<file path="src/rtl/bullet_scheduler_pkg.sv">
// bullet_scheduler_pkg
// Shared screen/sprite geometry for the bullet path, plus the frame-update
// FSM state type and the derived bullet spawn row.
package bullet_scheduler_pkg;

  localparam int HRES     = 640;
  localparam int VRES     = 480;
  localparam int PADDLE_W = 32;
  localparam int PADDLE_H = 8;
  localparam int BULLET_W = 4;
  localparam int BULLET_H = 8;

  // Bullets appear with their bottom edge resting on the paddle top.
  localparam int BULLET_SPAWN_Y = VRES - PADDLE_H - BULLET_H;

  typedef enum logic [1:0] {
    IDLE  = 2'd0,
    MOVE  = 2'd1,
    SPAWN = 2'd2
  } sched_state_t;

endpackage

</file>
<file path="src/rtl/bullet_scheduler_free_slot_pick.sv">
// free_slot_pick
// Combinational lowest-set-bit finder over a free-slot mask.
// Ports:
//   free  : N-bit mask, 1 = slot available
//   idx   : index of the lowest set bit (0 when none)
//   valid : at least one bit of free is set
module free_slot_pick #(
  parameter int N  = 4,
  parameter int IW = (N > 1) ? $clog2(N) : 1
) (
  input  logic [N-1:0]  free,
  output logic [IW-1:0] idx,
  output logic          valid
);

  // Scan high to low so the lowest set bit is the last to win.
  always_comb begin
    idx   = '0;
    valid = 1'b0;
    for (int i = N - 1; i >= 0; i--) begin
      if (free[i]) begin
        idx   = IW'(i);
        valid = 1'b1;
      end
    end
  end

endmodule

</file>
<file path="src/rtl/bullet_scheduler.sv">
// bullet_scheduler
// Owns a pool of N_SLOTS player bullets. Once per frame (fsync) it walks the
// slots one per cycle moving live bullets up by BULLET_SPEED and retiring
// those that leave the top, then spends one cycle spawning a pending shot
// into the lowest free slot subject to a frame cooldown.
// Ports:
//   pixel_clk, rst_n : clock, async active-low reset
//   fsync            : frame-start pulse
//   fire             : fire button level
//   player_x         : paddle left edge (signed), sampled in SPAWN only
//   hit              : per-slot kill pulses
//   slot_active/x/y  : slot state, x/y packed 12 bits per slot
//   busy             : frame update in progress
//   fire_ack         : one-cycle pulse per spawned bullet
//   overrun          : sticky, fsync seen while busy
// Build option: BULLET_AUTOFIRE_EN makes fire level-sensitive (autofire).
module bullet_scheduler
  import bullet_scheduler_pkg::*;
#(
  parameter int N_SLOTS         = 4,
  parameter int COOLDOWN_FRAMES = 8,
  parameter int BULLET_SPEED    = 4
) (
  input  logic                    pixel_clk,
  input  logic                    rst_n,
  input  logic                    fsync,
  input  logic                    fire,
  input  logic signed [11:0]      player_x,
  input  logic [N_SLOTS-1:0]      hit,
  output logic [N_SLOTS-1:0]      slot_active,
  output logic [N_SLOTS*12-1:0]   slot_x,
  output logic [N_SLOTS*12-1:0]   slot_y,
  output logic                    busy,
  output logic                    fire_ack,
  output logic                    overrun
);

  localparam int IW = (N_SLOTS > 1) ? $clog2(N_SLOTS) : 1;
  localparam logic [IW-1:0]       LAST_IDX  = IW'(N_SLOTS - 1);
  localparam logic signed [12:0]  X_OFS     = 13'((PADDLE_W - BULLET_W) / 2);
  localparam logic signed [12:0]  X_MAX     = 13'(HRES - BULLET_W);

  sched_state_t    state, state_nxt;
  logic [IW-1:0]   idx;
  logic [7:0]      cooldown;
  logic            pending;
  logic            fire_q;
  logic            fire_set;
  logic            spawn_en;
  logic [IW-1:0]   pick_idx;
  logic            pick_valid;
  logic signed [12:0] x_sum;
  logic [11:0]     spawn_x;

  assign busy = (state != IDLE);

`ifdef BULLET_AUTOFIRE_EN
  assign fire_set = fire;
`else
  assign fire_set = fire & ~fire_q;
`endif

  // Picks against the registered active mask, so a slot hit during SPAWN
  // still looks occupied this cycle.
  free_slot_pick #(.N(N_SLOTS), .IW(IW)) u_pick (
    .free  (~slot_active),
    .idx   (pick_idx),
    .valid (pick_valid)
  );

  assign spawn_en = (state == SPAWN) && pending && (cooldown == 8'd0) && pick_valid;

  // Sign-extend before the offset so a far-right paddle cannot wrap negative.
  assign x_sum = $signed({player_x[11], player_x}) + X_OFS;

  always_comb begin
    if (x_sum < 13'sd0)      spawn_x = '0;
    else if (x_sum > X_MAX)  spawn_x = X_MAX[11:0];
    else                     spawn_x = x_sum[11:0];
  end

  always_comb begin
    state_nxt = state;
    case (state)
      IDLE:    if (fsync) state_nxt = MOVE;
      MOVE:    if (idx == LAST_IDX) state_nxt = SPAWN;
      SPAWN:   state_nxt = IDLE;
      default: state_nxt = IDLE;
    endcase
  end

  always_ff @(posedge pixel_clk or negedge rst_n) begin
    if (!rst_n) begin
      state    <= IDLE;
      idx      <= '0;
      cooldown <= 8'd0;
      pending  <= 1'b0;
      fire_q   <= 1'b0;
      fire_ack <= 1'b0;
      overrun  <= 1'b0;
    end else begin
      state    <= state_nxt;
      fire_q   <= fire;
      fire_ack <= spawn_en;
      if (fsync && busy) overrun <= 1'b1;

      if (state == IDLE && fsync) idx <= '0;
      else if (state == MOVE)     idx <= (idx == LAST_IDX) ? '0 : idx + 1'b1;

      if (spawn_en)
        cooldown <= 8'(COOLDOWN_FRAMES);
      else if (state == IDLE && fsync && cooldown != 8'd0)
        cooldown <= cooldown - 8'd1;

      // SPAWN consumes the request; an edge landing in SPAWN re-arms it.
      if (state == SPAWN) pending <= fire_set;
      else                pending <= pending | fire_set;
    end
  end

  for (genvar i = 0; i < N_SLOTS; i++) begin : g_slot
    logic        act_q;
    logic [11:0] x_q, y_q, y_new;
    logic        spawn_here, move_here;

    assign y_new      = y_q - 12'(BULLET_SPEED);
    assign spawn_here = spawn_en && (pick_idx == IW'(i));
    assign move_here  = (state == MOVE) && (idx == IW'(i)) && act_q;

    // A hit on a free slot being spawned refers to nothing, so spawn wins;
    // otherwise hit beats the move update.
    always_ff @(posedge pixel_clk or negedge rst_n) begin
      if (!rst_n) begin
        act_q <= 1'b0;
        x_q   <= '0;
        y_q   <= '0;
      end else if (spawn_here) begin
        act_q <= 1'b1;
        x_q   <= spawn_x;
        y_q   <= 12'(BULLET_SPAWN_Y);
      end else if (hit[i]) begin
        act_q <= 1'b0;
      end else if (move_here) begin
        if (y_new[11]) act_q <= 1'b0;
        else           y_q   <= y_new;
      end
    end

    assign slot_active[i]       = act_q;
    assign slot_x[12*i +: 12]   = x_q;
    assign slot_y[12*i +: 12]   = y_q;
  end

endmodule
</file>
<file path="config.mk">
export PLATFORM = sky130hd
export DESIGN_NAME = bullet_scheduler
export DESIGN_NICKNAME = d
export VERILOG_FILES = /design/src/rtl/bullet_scheduler_pkg.sv /design/src/rtl/bullet_scheduler_free_slot_pick.sv /design/src/rtl/bullet_scheduler.sv
export SDC_FILE = /design/constraint.sdc
export NUM_CORES = 1
export LEC_CHECK = 0
export ABC_AREA = 1
export CORE_MARGIN = 1.5
export CORE_UTILIZATION = 40
export CTS_BUF_LIST = sky130_fd_sc_hd__clkbuf_8
export DETAILED_ROUTE_END_ITERATION = 8
export MAX_ROUTING_LAYER = met4
export PLACE_DENSITY = 0.65
export SYNTH_ARGS = -nofsm -noshare
export SYNTH_HDL_FRONTEND = slang
export SYNTH_HIERARCHICAL = 1
export SYNTH_SLANG_ARGS = --single-unit
</file>
<file path="constraint.sdc">
create_clock -name pixel_clk -period 5.7 [get_ports pixel_clk]
set_clock_uncertainty 0.15 [all_clocks]
set_input_delay 1.14 -clock pixel_clk [delete_from_list [all_inputs] [get_ports pixel_clk]]
set_output_delay 1.14 -clock pixel_clk [all_outputs]
set_load 0.005 [all_outputs]
</file>
======== Word level (Yosys, flattened, before mapping) ========
Cells that the tools add are included.
operators by class
  add/subtract/negate cells ............... 7
  $mul .................................... 0
  divide/modulo/power cells ............... 0
  order comparisons ....................... 2
  eq/ne operators ......................... 18
  shifts and indexed selects .............. 0
  muxes and demuxes ....................... 51
  bitwise logic cells ..................... 4
  reductions and logical operators ........ 47
operators by type and width
  cell                     count
  $mux W12                 18
  $sub A12 B3 Y12 const B  4
  $reduce_bool A3 Y1       8
  $mux W1                  21
  $logic_and A1 B1 Y1      18
  $mux W2                  9
  $ne A2 B1 Y1 const B     9
  $mux W8                  2
  $reduce_bool A2 Y1       7
  $add A12 B5 Y13 const B  1
  $gt A13 B11 Y1 const B   1
  $lt A13 B1 Y1 const B    1
  $reduce_and A3 Y1        4
  $eq A2 B2 Y1 const B     5
  $reduce_and A2 Y1        5
  $logic_not A8 Y1         1
  $reduce_bool A8 Y1       1
  $sub A8 B1 Y8 const B    1
  $eq A2 B1 Y1 const B     3
  $logic_not A2 Y1         3
  $not A4 Y4               1
  $pmux W2 S2              1
  $add A2 B1 Y2 const B    1
  $ne A2 B2 Y1 const B     1
  3 further kinds          3
word-level totals
  register bits after elaboration ......... 116
  latch bits .............................. 0
  memory bits (writable) .................. 0
  bits in read-only memories .............. 0
  bits of input ports ..................... 20
  output and inout bits ................... 103
  word-level logic and storage cells ...... 148
  memories kept ........................... 0

======== Longest topological paths before layout ========
  depth in word-level cells ............... 9
  mapped depth ............................ 14

======== Modules after synthesis ========
The synthesis kept the hierarchy.
by module, submodules not included
  module            instances  cells each  area an instance (µm²)
  bullet_scheduler  1          668         5247.5
  free_slot_pick    1          8           36.3

======== Worst setup path after synthesis ========
Ideal clock, no wire load.
  path kind ............................... input port to flip-flop
  start ................................... input port player_x[1]
  end ..................................... register g_slot[0].x_q[1]
  library setup time ...................... 0.066 ns
  arrival ................................. 2.378 ns
  required time ........................... 5.484 ns
  setup slack ............................. 3.107 ns
  stages .................................. 13
  buffers on the path ..................... 0
  cells stage by stage .................... inv_1 > ha_1 > nand2_1 > nand3_2 > inv_1 > nand3_1 > nand2_1 > nand2_1 > inv_1 > nand2_4 > nor2_1 > nand2_1 > nand2_1
between the ends
  longest elaborated chain between the ends .. 4
ends and longest elaborated chain
  what                    line                     source
  start: declaration      bullet_scheduler.sv:28   input logic signed [11:0] player_x,
  $add A12 B5 Y13 (*)     bullet_scheduler.sv:74   assign x_sum = $signed({player_x[11], player_x}) + X_OFS;
  $gt A13 B11 Y1          bullet_scheduler.sv:78   else if (x_sum > X_MAX) spawn_x = X_MAX[11:0];
  $mux W12                bullet_scheduler.sv:78
  $mux W12 (*)            bullet_scheduler.sv:77   if (x_sum < 13'sd0) spawn_x = '0;
  end signal: assignment  bullet_scheduler.sv:139  x_q <= spawn_x;
  end: declaration        bullet_scheduler.sv:123  logic [11:0] x_q, y_q, y_new;
Mark *: on every way between the ends. The rest lies on a longest branch, timed or not.
A chain may end at the register's enable or synchronous reset.

======== Worst setup path after layout ========
  start ................................... input port player_x[1]
  end ..................................... register g_slot[3].x_q[1]
between the ends
  longest elaborated chain between the ends .. 4
ends and longest elaborated chain
  what                    line
  $add A12 B5 Y13 (*)     bullet_scheduler.sv:74
  $gt A13 B11 Y1          bullet_scheduler.sv:78
  $mux W12                bullet_scheduler.sv:78
  $mux W12 (*)            bullet_scheduler.sv:77
  end signal: assignment  bullet_scheduler.sv:139
  end: declaration        bullet_scheduler.sv:123
Marks and branches as above.

==> implementation parameters <==
Parameter                              Value

Status
  Outcome ... completed

Logic synthesis
  Number of enable-type register cells in the synthesized netlist ... 0
  #FFs+latches synth ... between 100 and 150
  Combined area of all synthesized cells ... about 5300 µm²
  Cell taking the most area after synthesis ... dfrtp_1
  Yosys cell types ... 34
  Synth async-reset ratio ... 100.0%
  Most used flip-flop cell after synthesis ... dfrtp_1
  Cells taking the most area after synthesis ... dfrtp_1 49%, nand2_1 14%, inv_1 7.2%, nand3_1 7.1%, nor2_1 4.9%
  Commonest cells in the synthesized netlist ... 193 x nand2_1, 104 x dfrtp_1, 102 x inv_1
  Number of instances in the synthesized netlist ... roughly 680
  Top-count cell post-synth ... nand2_1
  Average cell area after synthesis ... around 7.8 µm²
  Yosys warns ... 6
  Fraction of synthesized cell area taken by the top area cell type ... between 40 and 50%
  Part of the Yosys area used for sequential elements ... 49.25%

Power
  Combinational share of power ... approximately 20%
  Leakage power total ... approximately 3.2 nW
  Power Internal ... roughly 1.2 mW
  Proportion of power drawn by flip-flops and latches ... a little over half
  Clock power frac ... a little over a quarter
  Final total power ... 1.688 mW
  Power Dens Cells ... ~250 nW/µm²
  Switching part of the total ... ~30%
  Worst IR Drop VDD ... approximately 0.14 mV
  Net switching power figure ... slightly above 0.5 mW

Global routing
  Total track usage ... between 15 and 20%
  Leftover overflow at the end of global routing ... 0
  Vias in the first global route ... between 4000 and 5000
  First-pass GRT wire length ... between 20000 and 25000 µm
  Largest net degree at the start of global routing ... 69
  Number of antenna violations at the first check in global routing ... 0

Floorplanning
  Number of ports placed on the die boundary ... 123
  Core region area ... approximately 13000 µm²
  # rows ... 41
  Die Height ... roughly 120 µm
  Initial cell density of the core ... between 40% and 50%
  Width of the die ... 117.9 µm
  Die ar. ... about 14000 µm²

Setup path
  Setup slack, reg-to-reg ... 2.74 ns
  Critical-path cell list ... clkdlybuf4s50_1 > inv_1 > ha_1 > nand2_1 > nand3_2 > inv_1 > nand3_1 > nand2_1 > nand2_1 > inv_1 > nand2_4 > nor2_1 > nand2_1 > nand2_1
  Buffers plus inverters on the worst setup path ... 4
  Critical path data arrival time ... ~3.3 ns
  Crit end category ... flip-flop
  Crit path kind ... in -> reg
  Worst path required time ... 5.86 ns
  Sort of element at the start of the critical path ... input port
  Slowest CP cell ... clkdlybuf4s50_1
  Most used cell along the critical path ... nand2_1
  Maximum single-stage delay on the critical path ... about 0.53 ns
  Crit Path Max Fanout ... 7
  Delay-heaviest family, CP ... simple AND/OR/NAND/NOR gates

Routing
  Count of unresolved DRC violations after routing ... 0
  Vias per inst ... about 4.8
  First-pass iteration count of the detailed router ... 5
  Remaining number of nets flagged by the antenna check after routing ... 0
  Routed via count ... ~4600
  Drt total wl ... 12980 µm
  Wire length per cell after detailed routing ... between 10 and 15 µm
  Starting DRT DRC Count ... 257

Final layout
  Synth-to-layout area growth ... 26.38%
  Antenna Cells ... 0
  Share of layout cells above drive strength 1 ... roughly 4.8%
  Nets ... just over 800
  Post-Layout Cell Count ... approximately 960

CTS
  Total of hold buffers inserted after clock tree synthesis ... 0
  Resize count post-CTS ... 0
  Post-CTS clock slew at the launch and capture registers of the worst setup and hold paths ... 0.09 ns
  Clk_lat worst skew ... 0.37 ns
  CTS root buffer ... clkbuf_8
  Number of buffers on the longest clock path ... 2
  Count of H-tree levels built during CTS ... 3
  Post CTS Setup Buffer Count ... 0
  Clock tree from TritonCTS ... yes
  Number of clock sinks ... 104
  Number of CTS-inserted buffers ... 9

Place
  IO buf count ... between 100 and 150
  Detailed placement HPWL ... slightly below 10000 µm
  Final weighted congestion of routability-driven global placement ... 0.9039
  Cell total after placement ... approximately 950

STA
  Post-layout minimum cycle time ... between 3 and 4 ns
  Total count of hold-check failures in the final report ... 0
  Accumulated negative setup slack ... 0 ns
  Unrepaired setup endpoints after global routing ... no
  Slew at the pin with the worst max-slew slack ... 0.8454 ns
  Max transition margin ... ~44%
  Number of slew-limit violations in the final report ... 0
  Achievable Freq ... around 320 MHz
  Post-route fraction of the period consumed by the critical path ... between 50% and 60%
  Count of endpoints failing setup in the final report ... 0

Worst hold path
  HP Class ... reg -> reg

Flow run
  Number of maximum-capacitance violations ... 0
routing by layer:
layer  vias to the layer above  share of wire (%)  routed length (µm)  GRT usage [%]
met4                         0                1.3                 174          4.954
met2                       111                 49                6395          32.38
met1                      2179                 45                5898          25.17
li1                       2313                  -                   -              -
met5                         -                  0                   0              -
met3                        15                4.0                 515          4.554
layout make-up:
type	count	area [µm²]
fill	1219	6096
multi-input combinational	453	2161
inverter	106	397.9
tap	172	215.2
timing repair buffer	111	1106
sequential	104	2603
clock inverter	5	57.56
clock buffer	10	137.6
power by group through the flow:
stage                     clock network, mW  registers [mW]  logic [mW]
after floorplan                           0           0.881       0.203
after global placement                    0           0.893       0.340
after detailed placement                  0           0.894       0.351
after CTS                             0.476           0.881       0.353
after global routing                  0.505           0.891       0.396
final                                 0.462           0.880       0.347
state kept, by name, indices dropped and copies added (netlist names):
signal        cells
cooldown          8
fire_ack          1
fire_q            1
g_slot.act_q      4
g_slot.x_q       48
g_slot.y_q       36
idx               2
overrun           1
pending           1
state             2
final timing paths:
path | cells after the start | start | to
max in group asynchronous | 2 | rst_n | g_slot[2].y_q[8]
setup reg to reg | 9 | g_slot[3].act_q | g_slot[2].y_q[10]
setup / recovery | 14 | player_x[1] | g_slot[3].x_q[1]
min in group asynchronous | 1 | rst_n | state[1]
hold / removal | 1 | fire_q | pending
hold reg to reg | 1 | fire_q | pending
metrics by stage:
| step | hold slack [ns] | instance area (µm²) | setup slack (ns) | utilization, % |
|---|---|---|---|---|
| 6_report | 0.2769 | 6678 | 2.582 | 52.28 |
| 2_1_floorplan | 0.2496 | 5325 | 3.107 | - |
| 3_5_place_dp | 0.2661 | 6482 | 2.188 | 50.75 |
| 3_3_place_gp | 0.2598 | 6482 | 2.221 | 50.75 |
| 5_1_grt | 0.3173 | 6678 | 2.375 | 52.28 |
| 4_1_cts | 0.2792 | 6678 | 2.589 | 52.28 |
kinds of logic (layout without fill, tap and decap cells):
family | Yosys count | in the layout | synth area share [%]
buffers and inverters | 130 | 232 | 10.63
AO/OA/AOI/OAI | 49 | 49 | 5.423
flip-flops | 104 | 104 | 49.25
other | 1 | 12 | 0.07097
adder cells (fa/ha/maj) | 10 | 10 | 2.368
XOR/XNOR | 8 | 8 | 1.326
AND/OR/NAND/NOR | 374 | 374 | 30.93
cells in the final DEF, fill, tap and decap left out, types with 3 or more instances in the layout:
master           count
o31ai_1              8
o21ai_0             25
clkinvlp_4           3
nand2_1            193
xnor2_1              4
nand3_1             75
dfrtp_1            104
nor2_1              69
nor2_2               4
conb_1              12
clkdlybuf4s50_1    109
nand4_1              9
nor3_2               4
ha_1                10
nand2_2              3
a21oi_1              5
o22ai_1              5
clkbuf_8            10
nor3_1               8
xor2_1               4
inv_1              102
No activity file was read; power rests on OpenSTA's default activity.
